File: src/rtl/inst_enc_pkg.sv
// RV32I encoder shared definitions: mnemonic IDs, major opcodes and the
// per-mnemonic field lookup used by the instruction packer.
package inst_enc_pkg;

  typedef enum logic [5:0] {
    MN_ADD = 6'd0, MN_SUB, MN_OR, MN_AND, MN_SLT, MN_SLTU, MN_XOR, MN_SLL, MN_SRL, MN_SRA,
    MN_ADDI, MN_ORI, MN_ANDI, MN_SLTI, MN_SLTIU, MN_XORI, MN_SLLI, MN_SRLI, MN_SRAI,
    MN_LB, MN_LH, MN_LW, MN_LBU, MN_LHU, MN_SB, MN_SH, MN_SW,
    MN_BEQ, MN_BNE, MN_BLT, MN_BGE, MN_BLTU, MN_BGEU, MN_JAL, MN_JALR, MN_LUI, MN_AUIPC
  } mn_e;

  typedef enum logic [2:0] {FMT_NONE, FMT_R, FMT_I, FMT_SH, FMT_S, FMT_B, FMT_U, FMT_J} fmt_e;

  typedef struct packed {
    fmt_e       fmt;
    logic [6:0] opcode;
    logic [2:0] f3;
    logic [6:0] f7;
  } enc_t;

  localparam logic [6:0] OP_REG    = 7'b0110011;
  localparam logic [6:0] OP_IMM    = 7'b0010011;
  localparam logic [6:0] OP_LOAD   = 7'b0000011;
  localparam logic [6:0] OP_STORE  = 7'b0100011;
  localparam logic [6:0] OP_BRANCH = 7'b1100011;
  localparam logic [6:0] OP_JAL    = 7'b1101111;
  localparam logic [6:0] OP_JALR   = 7'b1100111;
  localparam logic [6:0] OP_LUI    = 7'b0110111;
  localparam logic [6:0] OP_AUIPC  = 7'b0010111;
  localparam logic [6:0] F7_ALT    = 7'b0100000;
  localparam logic [31:0] NOP_WORD = 32'h0000_0013;

  // Undefined IDs fall through to FMT_NONE, which the packer treats as a reject.
  function automatic enc_t lookup(input logic [5:0] mn);
    enc_t e;
    e = '{FMT_NONE, 7'd0, 3'd0, 7'd0};
    case (mn)
      MN_ADD:   e = '{FMT_R,  OP_REG,    3'b000, 7'd0};
      MN_SUB:   e = '{FMT_R,  OP_REG,    3'b000, F7_ALT};
      MN_OR:    e = '{FMT_R,  OP_REG,    3'b110, 7'd0};
      MN_AND:   e = '{FMT_R,  OP_REG,    3'b111, 7'd0};
      MN_SLT:   e = '{FMT_R,  OP_REG,    3'b010, 7'd0};
      MN_SLTU:  e = '{FMT_R,  OP_REG,    3'b011, 7'd0};
      MN_XOR:   e = '{FMT_R,  OP_REG,    3'b100, 7'd0};
      MN_SLL:   e = '{FMT_R,  OP_REG,    3'b001, 7'd0};
      MN_SRL:   e = '{FMT_R,  OP_REG,    3'b101, 7'd0};
      MN_SRA:   e = '{FMT_R,  OP_REG,    3'b101, F7_ALT};
      MN_ADDI:  e = '{FMT_I,  OP_IMM,    3'b000, 7'd0};
      MN_ORI:   e = '{FMT_I,  OP_IMM,    3'b110, 7'd0};
      MN_ANDI:  e = '{FMT_I,  OP_IMM,    3'b111, 7'd0};
      MN_SLTI:  e = '{FMT_I,  OP_IMM,    3'b010, 7'd0};
      MN_SLTIU: e = '{FMT_I,  OP_IMM,    3'b011, 7'd0};
      MN_XORI:  e = '{FMT_I,  OP_IMM,    3'b100, 7'd0};
      MN_SLLI:  e = '{FMT_SH, OP_IMM,    3'b001, 7'd0};
      MN_SRLI:  e = '{FMT_SH, OP_IMM,    3'b101, 7'd0};
      MN_SRAI:  e = '{FMT_SH, OP_IMM,    3'b101, F7_ALT};
      MN_LB:    e = '{FMT_I,  OP_LOAD,   3'b000, 7'd0};
      MN_LH:    e = '{FMT_I,  OP_LOAD,   3'b001, 7'd0};
      MN_LW:    e = '{FMT_I,  OP_LOAD,   3'b010, 7'd0};
      MN_LBU:   e = '{FMT_I,  OP_LOAD,   3'b100, 7'd0};
      MN_LHU:   e = '{FMT_I,  OP_LOAD,   3'b101, 7'd0};
      MN_SB:    e = '{FMT_S,  OP_STORE,  3'b000, 7'd0};
      MN_SH:    e = '{FMT_S,  OP_STORE,  3'b001, 7'd0};
      MN_SW:    e = '{FMT_S,  OP_STORE,  3'b010, 7'd0};
      MN_BEQ:   e = '{FMT_B,  OP_BRANCH, 3'b000, 7'd0};
      MN_BNE:   e = '{FMT_B,  OP_BRANCH, 3'b001, 7'd0};
      MN_BLT:   e = '{FMT_B,  OP_BRANCH, 3'b100, 7'd0};
      MN_BGE:   e = '{FMT_B,  OP_BRANCH, 3'b101, 7'd0};
      MN_BLTU:  e = '{FMT_B,  OP_BRANCH, 3'b110, 7'd0};
      MN_BGEU:  e = '{FMT_B,  OP_BRANCH, 3'b111, 7'd0};
      MN_JAL:   e = '{FMT_J,  OP_JAL,    3'b000, 7'd0};
      MN_JALR:  e = '{FMT_I,  OP_JALR,   3'b000, 7'd0};
      MN_LUI:   e = '{FMT_U,  OP_LUI,    3'b000, 7'd0};
      MN_AUIPC: e = '{FMT_U,  OP_AUIPC,  3'b000, 7'd0};
      default:  e = '{FMT_NONE, 7'd0, 3'd0, 7'd0};
    endcase
    return e;
  endfunction

endpackage

File: src/rtl/inst_pack.sv
// Combinational RV32I field packer with immediate range checks; rejected
// requests produce the canonical NOP and raise bad.
module inst_pack
  import inst_enc_pkg::*;
(
  input  logic [5:0]  mn,
  input  logic [4:0]  rd,
  input  logic [4:0]  rs1,
  input  logic [4:0]  rs2,
  input  logic [31:0] imm,
  output logic [31:0] word,
  output logic        bad
);

  enc_t enc;
  logic fits_i, fits_b, fits_j, fits_sh;

  assign enc = lookup(mn);

  // Sign-extension checks: upper bits must all equal the top payload bit.
  assign fits_i  = (imm[31:11] == {21{imm[11]}});
  assign fits_b  = (imm[31:12] == {20{imm[12]}}) && !imm[0];
  assign fits_j  = (imm[31:20] == {12{imm[20]}}) && !imm[0];
  assign fits_sh = (imm[31:5] == 27'd0);

  always_comb begin
    word = NOP_WORD;
    bad  = 1'b0;
    case (enc.fmt)
      FMT_R: word = {enc.f7, rs2, rs1, enc.f3, rd, enc.opcode};
      FMT_I: begin
        bad  = !fits_i;
        word = {imm[11:0], rs1, enc.f3, rd, enc.opcode};
      end
      FMT_SH: begin
        bad  = !fits_sh;
        word = {enc.f7, imm[4:0], rs1, enc.f3, rd, enc.opcode};
      end
      FMT_S: begin
        bad  = !fits_i;
        word = {imm[11:5], rs2, rs1, enc.f3, imm[4:0], enc.opcode};
      end
      FMT_B: begin
        bad  = !fits_b;
        word = {imm[12], imm[10:5], rs2, rs1, enc.f3, imm[4:1], imm[11], enc.opcode};
      end
      FMT_U: word = {imm[31:12], rd, enc.opcode};
      FMT_J: begin
        bad  = !fits_j;
        word = {imm[20], imm[10:1], imm[11], imm[19:12], rd, enc.opcode};
      end
      default: bad = 1'b1;
    endcase
    if (bad) word = NOP_WORD;
  end

endmodule

File: src/rtl/inst_encoder.sv
// Instruction encoder front end: valid/ready request intake, single output
// register toward instruction memory, auto-incrementing address and sticky error.
module inst_encoder
  import inst_enc_pkg::*;
#(
  parameter int            AW        = 10,
  parameter logic [AW-1:0] BASE_ADDR = '0
) (
  input  logic          clk,
  input  logic          rst,
  input  logic          start,
  input  logic          req_valid,
  output logic          req_ready,
  input  logic [5:0]    req_mn,
  input  logic [4:0]    req_rd,
  input  logic [4:0]    req_rs1,
  input  logic [4:0]    req_rs2,
  input  logic [31:0]   req_imm,
  output logic          im_we,
  input  logic          im_ready,
  output logic [AW-1:0] im_addr,
  output logic [31:0]   im_wdata,
  output logic          err,
  output logic [AW-2:0] word_cnt
);

  logic          im_we_q, im_we_d;
  logic [AW-1:0] im_addr_q, im_addr_d;
  logic [31:0]   im_wdata_q, im_wdata_d;
  logic          err_q, err_d;
  logic [AW-2:0] word_cnt_q, word_cnt_d;
  logic [31:0]   pack_word;
  logic          pack_bad;
  logic          accept, done;

  inst_pack u_pack (
    .mn   (req_mn),
    .rd   (req_rd),
    .rs1  (req_rs1),
    .rs2  (req_rs2),
    .imm  (req_imm),
    .word (pack_word),
    .bad  (pack_bad)
  );

  assign req_ready = ~rst & ~start & (~im_we_q | im_ready);
  assign accept    = req_valid & req_ready;
  assign done      = im_we_q & im_ready;

  // im_addr_q always names the slot of the word in (or next into) the output register,
  // so a request accepted alongside a completing write lands on the bumped address.
  always_comb begin
    im_we_d    = im_we_q;
    im_addr_d  = im_addr_q;
    im_wdata_d = im_wdata_q;
    err_d      = err_q;
    word_cnt_d = word_cnt_q;
    if (done) begin
      im_we_d    = 1'b0;
      im_addr_d  = im_addr_q + AW'(4);
      word_cnt_d = word_cnt_q + (AW-1)'(1);
    end
    if (accept) begin
      im_we_d    = 1'b1;
      im_wdata_d = pack_word;
      err_d      = err_q | pack_bad;
    end
    if (start) begin
      im_we_d    = 1'b0;
      im_addr_d  = BASE_ADDR;
      err_d      = 1'b0;
      word_cnt_d = '0;
    end
  end

  always_ff @(posedge clk) begin
    if (rst) begin
      im_we_q    <= 1'b0;
      im_addr_q  <= BASE_ADDR;
      im_wdata_q <= '0;
      err_q      <= 1'b0;
      word_cnt_q <= '0;
    end else begin
      im_we_q    <= im_we_d;
      im_addr_q  <= im_addr_d;
      im_wdata_q <= im_wdata_d;
      err_q      <= err_d;
      word_cnt_q <= word_cnt_d;
    end
  end

  assign im_we    = im_we_q;
  assign im_addr  = im_addr_q;
  assign im_wdata = im_wdata_q;
  assign err      = err_q;
  assign word_cnt = word_cnt_q;

endmodule

File: config.mk
export PLATFORM = sky130hd
export DESIGN_NAME = inst_encoder
export DESIGN_NICKNAME = d
export VERILOG_FILES = /design/src/rtl/inst_enc_pkg.sv /design/src/rtl/inst_pack.sv /design/src/rtl/inst_encoder.sv
export SDC_FILE = /design/constraint.sdc
export NUM_CORES = 1
export LEC_CHECK = 0
export CAP_MARGIN = 20
export CORE_MARGIN = 10
export CORE_UTILIZATION = 45
export DETAILED_ROUTE_END_ITERATION = 8
export HOLD_SLACK_MARGIN = 0.03
export PLACE_DENSITY = 0.87
export SLEW_MARGIN = 25
export SYNTH_ARGS = -nofsm -noshare
export SYNTH_HDL_FRONTEND = slang
export SYNTH_SLANG_ARGS = --single-unit
File: constraint.sdc
create_clock -name clk -period 3.51 [get_ports clk]
set_input_delay 1.053 -clock clk [delete_from_list [all_inputs] [get_ports clk]]
set_output_delay 1.053 -clock clk [all_outputs]
set_load 0.01 [all_outputs]
Word-level counts from Yosys, hierarchy flattened
Memory sizes are Yosys's and may differ from the RTL's.
Index checks and enable logic that the tools add are counted.
{ "op_classes": {"add_sub_neg": 2, "eq_ne": 10, "mux": 5, "bitwise_logic": 9, "reduce_logical": 12} }
{ "op_table": {"columns": ["cell", "n"], "rows": [
  ["case mux 32 bit (7 select lines)", 1],
  ["two-way mux 32 bit", 1],
  ["logical NOT 27 bit", 1],
  ["equality test 20 bit", 1],
  ["equality test 19 bit", 1],
  ["equality test 3 bit, second input constant", 4],
  ["equality test 11 bit", 1],
  ["adder 10 x 3 -> 10 bit, second input constant", 1],
  ["adder 9 x 1 -> 9 bit, second input constant", 1],
  ["equality test 3 x 2 -> 1 bit, second input constant", 2],
  ["OR reduction 2 bit", 3],
  ["logical NOT 1 bit", 5],
  ["case mux 1 bit (5 select lines)", 1],
  ["AND 1 bit", 4],
  ["equality test 3 x 1 -> 1 bit, second input constant", 1],
  ["inverter 1 bit", 3],
  ["logical AND 1 bit", 2],
  ["two-way mux 1 bit", 2],
  ["OR 1 bit", 2],
  ["nonzero test 2 bit", 1]
]} }
{ "totals": {"ff_bits": 53, "rom_bits": 896, "output_inout_bits": 54, "wordCells": 44, "n_memories": 1} }
{ "mem_list": {"columns": ["memory", "depth", "word_bits", "rd", "rd_clocked_by_memory_dff", "write_ports", "line", "source"], "rows": [
  ["(no name shown)", 64, 14, 1, 0, 0, "inst_enc_pkg.sv:37", "case (mn)"]
]} }

Longest topological paths before layout
Gate-level depths: netlist (run 1).
{ "depth": {"depth_word": 5, "mapped_depth": 11} }

Modules after synthesis
A second synthesis (run 1) with hierarchy kept.
{ "unflattened": {"cells_unflattened": 465, "area_unflattened_um2": 3647.2} }
{ "by_module_without_submodules": {"columns": ["mod", "n_inst", "cells_each", "area_per_inst_um2", "seq_area_each_um2"], "rows": [
  ["inst_encoder", 1, 256, 2272.2, 1021.0],
  ["inst_pack", 1, 209, 1375.1, 0.0]
]} }

Worst setup path before layout (run 1)
OpenSTA, ideal clock, no wires.
{ "synth_path": {"path_kind": "input-to-reg", "from": "in req_mn[1]", "to": "reg im_wdata_q[3], in the netlist im_wdata[3]", "setup_time_ps": 97, "arrival_ps": 2888, "path_slack_ps": 525, "stages": 10, "n_path_buf": 1, "path_cell_list": "inv_1 ha_1 or2_1 o22ai_2 nand2b_1 nor2_1 o31a_1 o32a_1 buf_6 o41ai_4"} }
{ "synth_via": {"elab_chain_len": 5} }
{ "synth_lines": {"columns": ["item", "line", "source"], "rows": [
  ["from (decl)", "inst_encoder.sv:14", "input logic [5:0] req_mn,"],
  ["memory read (64 x 14 bit) *", null, null],
  ["equality test 3 x 1 -> 1 bit (tied with other cells)", "inst_pack.sv:29", "case (enc.fmt)"],
  ["OR reduction 2 bit (no line)", null, null],
  ["case mux 1 bit (5 select lines)", "inst_pack.sv:29", null],
  ["two-way mux 32 bit *", "inst_pack.sv:54", "if (bad) word = NOP_WORD;"],
  ["to (signal assigned)", "inst_encoder.sv:86", "im_wdata_q <= im_wdata_d;"],
  ["to (decl)", "inst_encoder.sv:29", "logic [31:0] im_wdata_q, im_wdata_d;"]
]} }
Mark *: on every way between the ends. The rest lies on a longest branch, timed or not.
A chain may end at the register's enable or synchronous reset.

Final worst setup path (run 1)
{ "layout_path": {"from": "in req_mn[3]", "to": "reg im_wdata_q[30], in the netlist im_wdata[30]"} }
Same word-level chain as after synthesis.

==> flow_metrics.py, run 1 <==
metrics = {
    "drt": {
        "final_routed_wirelength_across_all_metal_layers_mm": 10.3,
        "drc_errors": 0,
        "wl_per_cell_um": 17.6,
        "avgViaCountPerCell": 5.78,
        "drt.antenna.violating_nets": 0,
        "drtIter0Drc": 242,
        "num_vias": 3374,
        "detail_route.first_pass.iterations": 5,
    },
    "worst_setup_path": {
        "critical_path.startpoint_type": "primary input",
        "worstSetupPathType": "primary input to flop",
        "required_ps": 3760,
        "timing.critical_path.cells": "clkdlybuf4s50_1 > buf_12 > or3_1 > and2_1 > o22ai_2 > buf_4 > nor2_1 > nor2_1 > a221oi_1 > o21ai_2",
        "slowest_stage": "sky130_fd_sc_hd__clkdlybuf4s50_1",
        "critical_path.startpoint": "req_mn[3]",
        "timing.critical_path.buf_inv": 3,
        "critPathTopFamily": "buffers and inverters",
        "timing.critical_path.to_type": "flop",
        "stage_delay_of_the_slowest_cell_on_the_critical_path_ps": 580,
        "crit_path_frequent_cell": "sky130_fd_sc_hd__nor2_1",
        "critPathArrivalTime_ps": 3510,
        "cp_max_fo": 13,
        "worstReg2RegStart": "im_we",
    },
    "final_layout": {
        "finalInstanceArea_sq_um": 4570,
        "finalNetCount": 574,
        "multi_input_comb_area_sq_um": 1900,
        "num_antenna_cells": 0,
        "final_layout_size_suffix_gt1_frac": 0.163,
        "layout_common_cells": "sky130_fd_sc_hd__clkdlybuf4s50_1, sky130_fd_sc_hd__dfxtp_1, sky130_fd_sc_hd__nand2_1",
        "layout_commonest_cell": "sky130_fd_sc_hd__clkdlybuf4s50_1",
        "n_fill_cell": 560,
        "layout.area.seq_sq_um": 1000,
        "synthToLayoutAreaGrowth_pct": 48.9,
    },
    "clock_tree": {
        "post_cts.repair.setup_buffers": 0,
        "post_cts.resized_instances": 0,
        "cts.clk_slew.worst_paths_ps": 100,
        "cts-buffers-inserted": 5,
        "tritoncts_num_sinks": 50,
        "h_tree_lvls": 2,
        "cts_tree": "built",
        "cts-hold-fix-buffers": 0,
        "cts-root-to-sink-buffers": 2,
        "clkLatencyLatePin_ps": 310,
        "clockRootBuffer": "sky130_fd_sc_hd__clkbuf_8",
    },
    "flow_run": {
        "maxCapViolations": 0,
    },
    "timing": {
        "setup_violations_final": 0,
        "finalCriticalPeriod_ps": 3260,
        "timing.final.max_slew_violations": 0,
        "worst_clock_skew_ps": 3.97,
        "fmax_mhz": 307,
        "period_utilisation_layout": 0.928,
        "hold_violations": 0,
        "rsz0062_at_grt": "false",
    },
    "grt": {
        "overflow": 0,
        "grt.total_usage": 0.188,
        "grt_max_degree": 20,
        "antenna_found_initial": 0,
        "first_global_vias": 3333,
        "grt_pass1_wl_mm": 16.1,
    },
    "yosys": {
        "netlist-cell-type-count": 59,
        "synth_seq_area_share": 0.326,
        "post_synth.cell_area_avg_sq_um": 8.31,
        "synth_seq_cells": 50,
        "number_of_synthesized_flops_with_an_enable_pin": 0,
        "async_reset_ff_frac": 0,
        "yosys_most_used_dff": "sky130_fd_sc_hd__dfxtp_1",
        "yosysWarnings": 0,
        "synth-simple-area-share": 0.200,
        "post_synth_fa_ha_maj_area_fraction": 0.0522,
        "synthesis.area_sq_um": 3070,
        "synth_compound_gate_area_share": 0.283,
        "synthMuxAreaShare": 0.0469,
        "yosys.area_share.xor_xnor": 0.0343,
        "synthCells": 369,
        "largest_family_of_logic_cells_by_synthesized_area": "compound AO/OA/AOI/OAI gates",
    },
    "floorplan": {
        "fp-row-count": 30,
        "ioPinCount": 112,
        "floorplan.die_area_sq_um": 10500,
        "chipHeight_um": 103,
        "core_sq_um": 6720,
        "floorplan.initialDensity": 0.456,
        "chipWidth_um": 103,
    },
    "power": {
        "leakagePower_nw": 1.73,
        "vdd.ir_drop.worst_mv": 0.168,
        "report.power.total_mw": 1.25,
        "power.density_nw_per_um2": 273,
    },
    "outcome": {
        "outcome": "finished, final reports clean",
    },
    "placed_design": {
        "dpl-instance-area_sq_um": 4480,
        "gp_routability_congestion": 0.976,
        "place_hpwl_mm": 8.49,
        "place.port_buffers": 109,
    },
    "min_path": {
        "hold_path_startpoint": "im_wdata[5]",
        "min-delay-path-class": "flop to flop",
    },
}
## per-stage QoR
stage / utilization / setup WS, ps / instances / hold slack (ps) / setup TNS, ps
3_3_place_gp: 0.667 / 23.3 / 577 / 437 / 0
3_5_place_dp: 0.667 / -49.6 / 577 / 445 / -328
4_1_cts: 0.679 / 21.2 / 584 / 465 / 0
6_report: 0.680 / 254 / 584 / 464 / 0
2_1_floorplan: - / 525 / 370 / 471 / 0
5_1_grt: 0.680 / 105 / 584 / 482 / 0
## cell type report
class                      count  area share
multi-input combinational    286       0.416
timing repair buffer         150       0.315
sequential                    50       0.219
tap                           80      0.0219
clock buffer                   5      0.0151
inverter                      11     0.00904
clock inverter                 2     0.00329
## sequential cells by signal, indices dropped and copies added, names as in the netlist
| name | flops |
|---|---|
| im_wdata | 31 |
| err | 1 |
| im_addr | 8 |
| word_cnt | 9 |
| im_we | 1 |
## cell usage after synthesis (2+ instances only)
library cell,number,area share
sky130_fd_sc_hd__a2111oi_0,5,0.014
sky130_fd_sc_hd__a211oi_1,3,0.0073
sky130_fd_sc_hd__a21oi_1,16,0.026
sky130_fd_sc_hd__a22oi_1,10,0.024
sky130_fd_sc_hd__a311oi_1,2,0.0057
sky130_fd_sc_hd__a31oi_1,4,0.0082
sky130_fd_sc_hd__a32o_1,2,0.0065
sky130_fd_sc_hd__and2_1,4,0.0082
sky130_fd_sc_hd__and3_1,2,0.0041
sky130_fd_sc_hd__buf_2,5,0.0082
sky130_fd_sc_hd__buf_4,4,0.0098
sky130_fd_sc_hd__buf_6,3,0.011
sky130_fd_sc_hd__clkbuf_1,11,0.013
sky130_fd_sc_hd__dfxtp_1,50,0.33
sky130_fd_sc_hd__ha_1,12,0.049
sky130_fd_sc_hd__inv_1,10,0.012
sky130_fd_sc_hd__mux2i_1,11,0.036
sky130_fd_sc_hd__nand2_1,42,0.051
sky130_fd_sc_hd__nand2b_1,4,0.0082
sky130_fd_sc_hd__nand3_1,8,0.013
sky130_fd_sc_hd__nand4_1,10,0.020
sky130_fd_sc_hd__nor2_1,34,0.042
sky130_fd_sc_hd__nor2b_1,2,0.0041
sky130_fd_sc_hd__nor3_1,8,0.013
sky130_fd_sc_hd__nor4_1,2,0.0041
sky130_fd_sc_hd__o211ai_1,4,0.0098
sky130_fd_sc_hd__o21ai_0,19,0.031
sky130_fd_sc_hd__o21ai_1,5,0.0082
sky130_fd_sc_hd__o21ai_2,20,0.057
sky130_fd_sc_hd__o221ai_1,4,0.011
sky130_fd_sc_hd__o22ai_1,6,0.012
sky130_fd_sc_hd__o22ai_2,2,0.0082
sky130_fd_sc_hd__o31ai_2,3,0.012
sky130_fd_sc_hd__or2_1,2,0.0041
sky130_fd_sc_hd__or3_1,6,0.012
sky130_fd_sc_hd__xnor2_1,3,0.0086
sky130_fd_sc_hd__xor2_1,9,0.026
## worst min-delay path, cell delays in order (launching register included)
cell	delay [ps]
sky130_fd_sc_hd__dfxtp_1	320
sky130_fd_sc_hd__nand2_1	50
sky130_fd_sc_hd__o21ai_1	50
## cells by family (layout without fill, tap and decap cells)
group / after synthesis / count (layout)
simple gates: 129 / 129
fa+ha+maj: 13 / 13
xor+xnor: 12 / 12
mux: 13 / 13
compound gates: 117 / 117
buf+inv: 34 / 168
other cells: 1 / 2
flops: 50 / 50
## metal layers
metal / track usage / up-vias / part of all wire
met2: 0.319 / 135 / 0.49
met1: 0.225 / 1573 / 0.41
li1: - / 1635 / -
met3: 0.0436 / 31 / 0.071
met4: 0.0716 / 0 / 0.030
met5: 0 / - / 0
## power by group
part           leakage [nW]  internal (mW)  switching, mW
Sequential            0.404          0.575        0.00516
Clock                0.0362          0.137          0.198
Combinational          1.29          0.166          0.165
Total                  1.73          0.878          0.369
## worst paths after layout
path	depth (start not counted)	endpoint	slack (ps)
worst min register to register	2	im_wdata[5]	460
worst min-delay path	2	im_wdata[5]	460
worst max register to register	8	im_wdata[29]	1630
worst max-delay path	10	im_wdata[30]	250
(Power assumes the default switching activity.)
==> inputs of run 2 (changes only) <==
--- a/config.mk
+++ b/config.mk
@@ -6,12 +6,15 @@
 export NUM_CORES = 1
 export LEC_CHECK = 0
 export CAP_MARGIN = 20
+export CELL_PAD_IN_SITES_DETAIL_PLACEMENT = 0
+export CELL_PAD_IN_SITES_GLOBAL_PLACEMENT = 2
 export CORE_MARGIN = 10
-export CORE_UTILIZATION = 45
+export CORE_UTILIZATION = 26
 export DETAILED_ROUTE_END_ITERATION = 8
 export HOLD_SLACK_MARGIN = 0.03
-export PLACE_DENSITY = 0.87
+export PLACE_DENSITY = 0.86
 export SLEW_MARGIN = 25
 export SYNTH_ARGS = -nofsm -noshare
 export SYNTH_HDL_FRONTEND = slang
+export SYNTH_HIERARCHICAL = 1
 export SYNTH_SLANG_ARGS = --single-unit
==> run 2 against run 1 <==
Net effect:
- critical path depth stayed put
- clock skew is 5.6 ps higher
- fmax is 4.0% lower
- first-iteration DRC count is 13% higher
- clock power is 54% higher
- core utilization is 28 points lower
- register-to-register slack better by 350 ps
- cell count is 34% higher
- worst setup slack worse by 140 ps
- highest routed layer unchanged
==> flow_metrics.py, run 2 <==
metrics = {
    "clock_tree": {
        "cts_tree": "built",
        "cts.clk_slew.worst_paths_ps": 60,
        "clkLatencyLatePin_ps": 300,
        "clockRootBuffer": "sky130_fd_sc_hd__clkbuf_16",
        "cts-root-to-sink-buffers": 2,
        "cts-buffers-inserted": 5,
        "h_tree_lvls": 2,
        "cts-hold-fix-buffers": 0,
        "tritoncts_num_sinks": 51,
    },
    "timing": {
        "setup-tns-final_ps": 0,
        "hold_violations": 0,
        "setup_violations_final": 0,
        "timing.final.max_slew_violations": 0,
        "finalCriticalPeriod_ps": 3390,
        "worst_clock_skew_ps": 9.58,
        "fmax_mhz": 295,
        "timing.max_slew.rel_slack": 0.608,
        "worst_slack_ps": 118,
        "period_utilisation_layout": 0.966,
        "rsz0062_at_grt": "false",
        "worstMarginPinSlew_ps": 588,
    },
    "placed_design": {
        "dpl-instance-area_sq_um": 5180,
        "pre_cts_slack_ps": -416,
        "place_hpwl_mm": 10.7,
        "gp_routability_congestion": 0.905,
        "place.port_buffers": 109,
    },
    "drt": {
        "num_vias": 4180,
        "drc_errors": 0,
        "final_routed_wirelength_across_all_metal_layers_mm": 14.4,
        "wl_per_cell_um": 18.5,
        "detailroute.wirelength.met3_mm": 1.14,
        "met1_length_mm": 6.41,
        "dr_wl_met2_mm": 6.70,
        "detail_route.first_pass.iterations": 5,
        "drtIter0Drc": 273,
        "routed.top_layer": "met4",
        "drt.antenna.violating_nets": 0,
        "avgViaCountPerCell": 5.36,
    },
    "grt": {
        "overflow": 0,
        "grt_max_degree": 50,
        "grt.total_usage": 0.144,
        "antenna_found_initial": 0,
        "first_global_vias": 4198,
        "grt_pass1_wl_mm": 23.2,
    },
    "yosys": {
        "synth.most_common_cell": "sky130_fd_sc_hd__a21oi_1",
        "async_reset_ff_frac": 0,
        "ys_top_cells_by_area": "sky130_fd_sc_hd__dfxtp_1, sky130_fd_sc_hd__a21oi_1, sky130_fd_sc_hd__o31ai_1, sky130_fd_sc_hd__nand4_1, sky130_fd_sc_hd__ha_1",
        "synth_seq_cells": 51,
        "dominant_cell_type_by_area_after_synthesis": "sky130_fd_sc_hd__dfxtp_1",
        "number_of_synthesized_flops_with_an_enable_pin": 0,
        "yosysWarnings": 6,
        "synth_seq_area_share": 0.280,
        "synth_common_cells": "sky130_fd_sc_hd__a21oi_1, sky130_fd_sc_hd__dfxtp_1, sky130_fd_sc_hd__nand4_1",
        "netlist-cell-type-count": 61,
        "synthDominantCellAreaShare": 0.280,
        "post_synth.cell_area_avg_sq_um": 7.84,
        "synthesis.area_sq_um": 3650,
        "synthCells": 465,
        "yosys_most_used_dff": "sky130_fd_sc_hd__dfxtp_1",
    },
    "floorplan": {
        "fp-row-count": 43,
        "floorplan.die_area_sq_um": 19200,
        "chipHeight_um": 138,
        "chipWidth_um": 138,
        "floorplan.initialDensity": 0.264,
        "core_sq_um": 13800,
        "ioPinCount": 112,
    },
    "final_layout": {
        "final_layout_size_suffix_gt1_frac": 0.175,
        "num_antenna_cells": 0,
        "synthToLayoutAreaGrowth_pct": 50.4,
        "layout_common_cells": "sky130_fd_sc_hd__clkdlybuf4s50_1, sky130_fd_sc_hd__a21oi_1, sky130_fd_sc_hd__buf_4",
        "finalInstanceArea_sq_um": 5480,
        "layout_commonest_cell": "sky130_fd_sc_hd__clkdlybuf4s50_1",
        "finalNetCount": 669,
        "largest_register_ffs": 32,
    },
    "worst_setup_path": {
        "critical_path.startpoint_type": "primary input",
        "timing.critical_path.to_type": "flop",
        "required_ps": 3670,
        "cp_max_fo": 6,
        "worstSetupPathType": "primary input to flop",
        "critPathArrivalTime_ps": 3550,
    },
    "power": {
        "vdd.ir_drop.worst_mv": 0.199,
        "report.power.total_mw": 1.55,
        "power.density_nw_per_um2": 282,
        "leakagePower_nw": 1.95,
    },
    "outcome": {
        "outcome": "finished, final reports clean",
    },
    "min_path": {
        "min-delay-path-class": "flop to flop",
    },
    "flow_run": {
        "maxCapViolations": 0,
    },
}
[run 2: cell types whose count changed in the layout (fill, tap and decap cells not counted), moves of 6 or more]
cell / delta
sky130_fd_sc_hd__clkdlybuf4s50_1: -8
sky130_fd_sc_hd__o22ai_1: -6
sky130_fd_sc_hd__dlygate4sd2_1: +6
sky130_fd_sc_hd__o31ai_1: +35
sky130_fd_sc_hd__nand4_1: +30
sky130_fd_sc_hd__nand2_1: -15
sky130_fd_sc_hd__a21oi_1: +46
sky130_fd_sc_hd__buf_4: +22
sky130_fd_sc_hd__o21ai_2: -19
[run 2: layer usage]
| metal | GRT usage | vias to the layer above |
|---|---|---|
| met5 | 0 | - |
| met4 | 0.0383 | 0 |
| met3 | 0.0490 | 12 |
| met2 | 0.228 | 155 |
| met1 | 0.181 | 1987 |
| li1 | - | 2026 |
[run 2: worst paths after layout]
check / start / end / slack, ps / depth (start not counted)
max reg2reg: im_we / im_wdata[17] / 1980 / 4
max: req_imm[16] / im_wdata[4] / 120 / 10
min: im_wdata[3] / im_wdata[3] / 470 / 2
min reg2reg: im_wdata[3] / im_wdata[3] / 470 / 2
[run 2: power by group]
| part | leakage, nW | switching, mW | internal (mW) |
|---|---|---|---|
| Sequential | 0.412 | 0.00652 | 0.587 |
| Combinational | 1.46 | 0.225 | 0.214 |
| Clock | 0.0731 | 0.230 | 0.286 |
| Total | 1.95 | 0.461 | 1.09 |
[run 2: timing repair]
item                       4_1_cts  5_1_grt
gates cloned                     1        0
setup endpoints to repair       33       32
buffers inserted                 3        1
resized for setup               23       16
hold endpoints to repair         0        0
pin swaps                        6        7
[run 2: critical path: stages]
cell	delay [ps]
sky130_fd_sc_hd__clkdlybuf4s50_1	420
sky130_fd_sc_hd__or4_1	590
sky130_fd_sc_hd__nor2_1	290
sky130_fd_sc_hd__a32oi_4	170
sky130_fd_sc_hd__mux2i_4	180
sky130_fd_sc_hd__o2111ai_4	230
sky130_fd_sc_hd__buf_4	220
sky130_fd_sc_hd__a221o_1	260
sky130_fd_sc_hd__nand4_1	80
sky130_fd_sc_hd__a21oi_1	70
[run 2: cell families (layout without fill, tap and decap cells)]
logic type,Yosys count,after routing,synth area share
AND/OR/NAND/NOR,162,162,0.242
flip-flops,51,51,0.280
other,1,2,0.00103
XOR/XNOR,5,5,0.0120
AO/OA/AOI/OAI,158,158,0.291
buffers and inverters,62,196,0.0906
multiplexers,14,14,0.0425
adder cells (fa/ha/maj),12,12,0.0412
[run 2: cell type report]
type | instances | area, sq um
Fill cell | 1394 | 8340
Multi-Input combinational cell | 353 | 2410
Timing Repair Buffer | 175 | 1620
Sequential cell | 51 | 1020
Tap cell | 180 | 225
Clock buffer | 6 | 139
Inverter | 13 | 48.8
Clock inverter | 2 | 16.3
[run 2: through the flow]
step | utilization | std cells | hold slack [ps]
3_3_place_gp | 0.375 | 768 | 460
6_report | 0.397 | 780 | 473
5_1_grt | 0.397 | 780 | 498
2_1_floorplan | - | 466 | 493
3_5_place_dp | 0.375 | 768 | 461
4_1_cts | 0.392 | 780 | 476
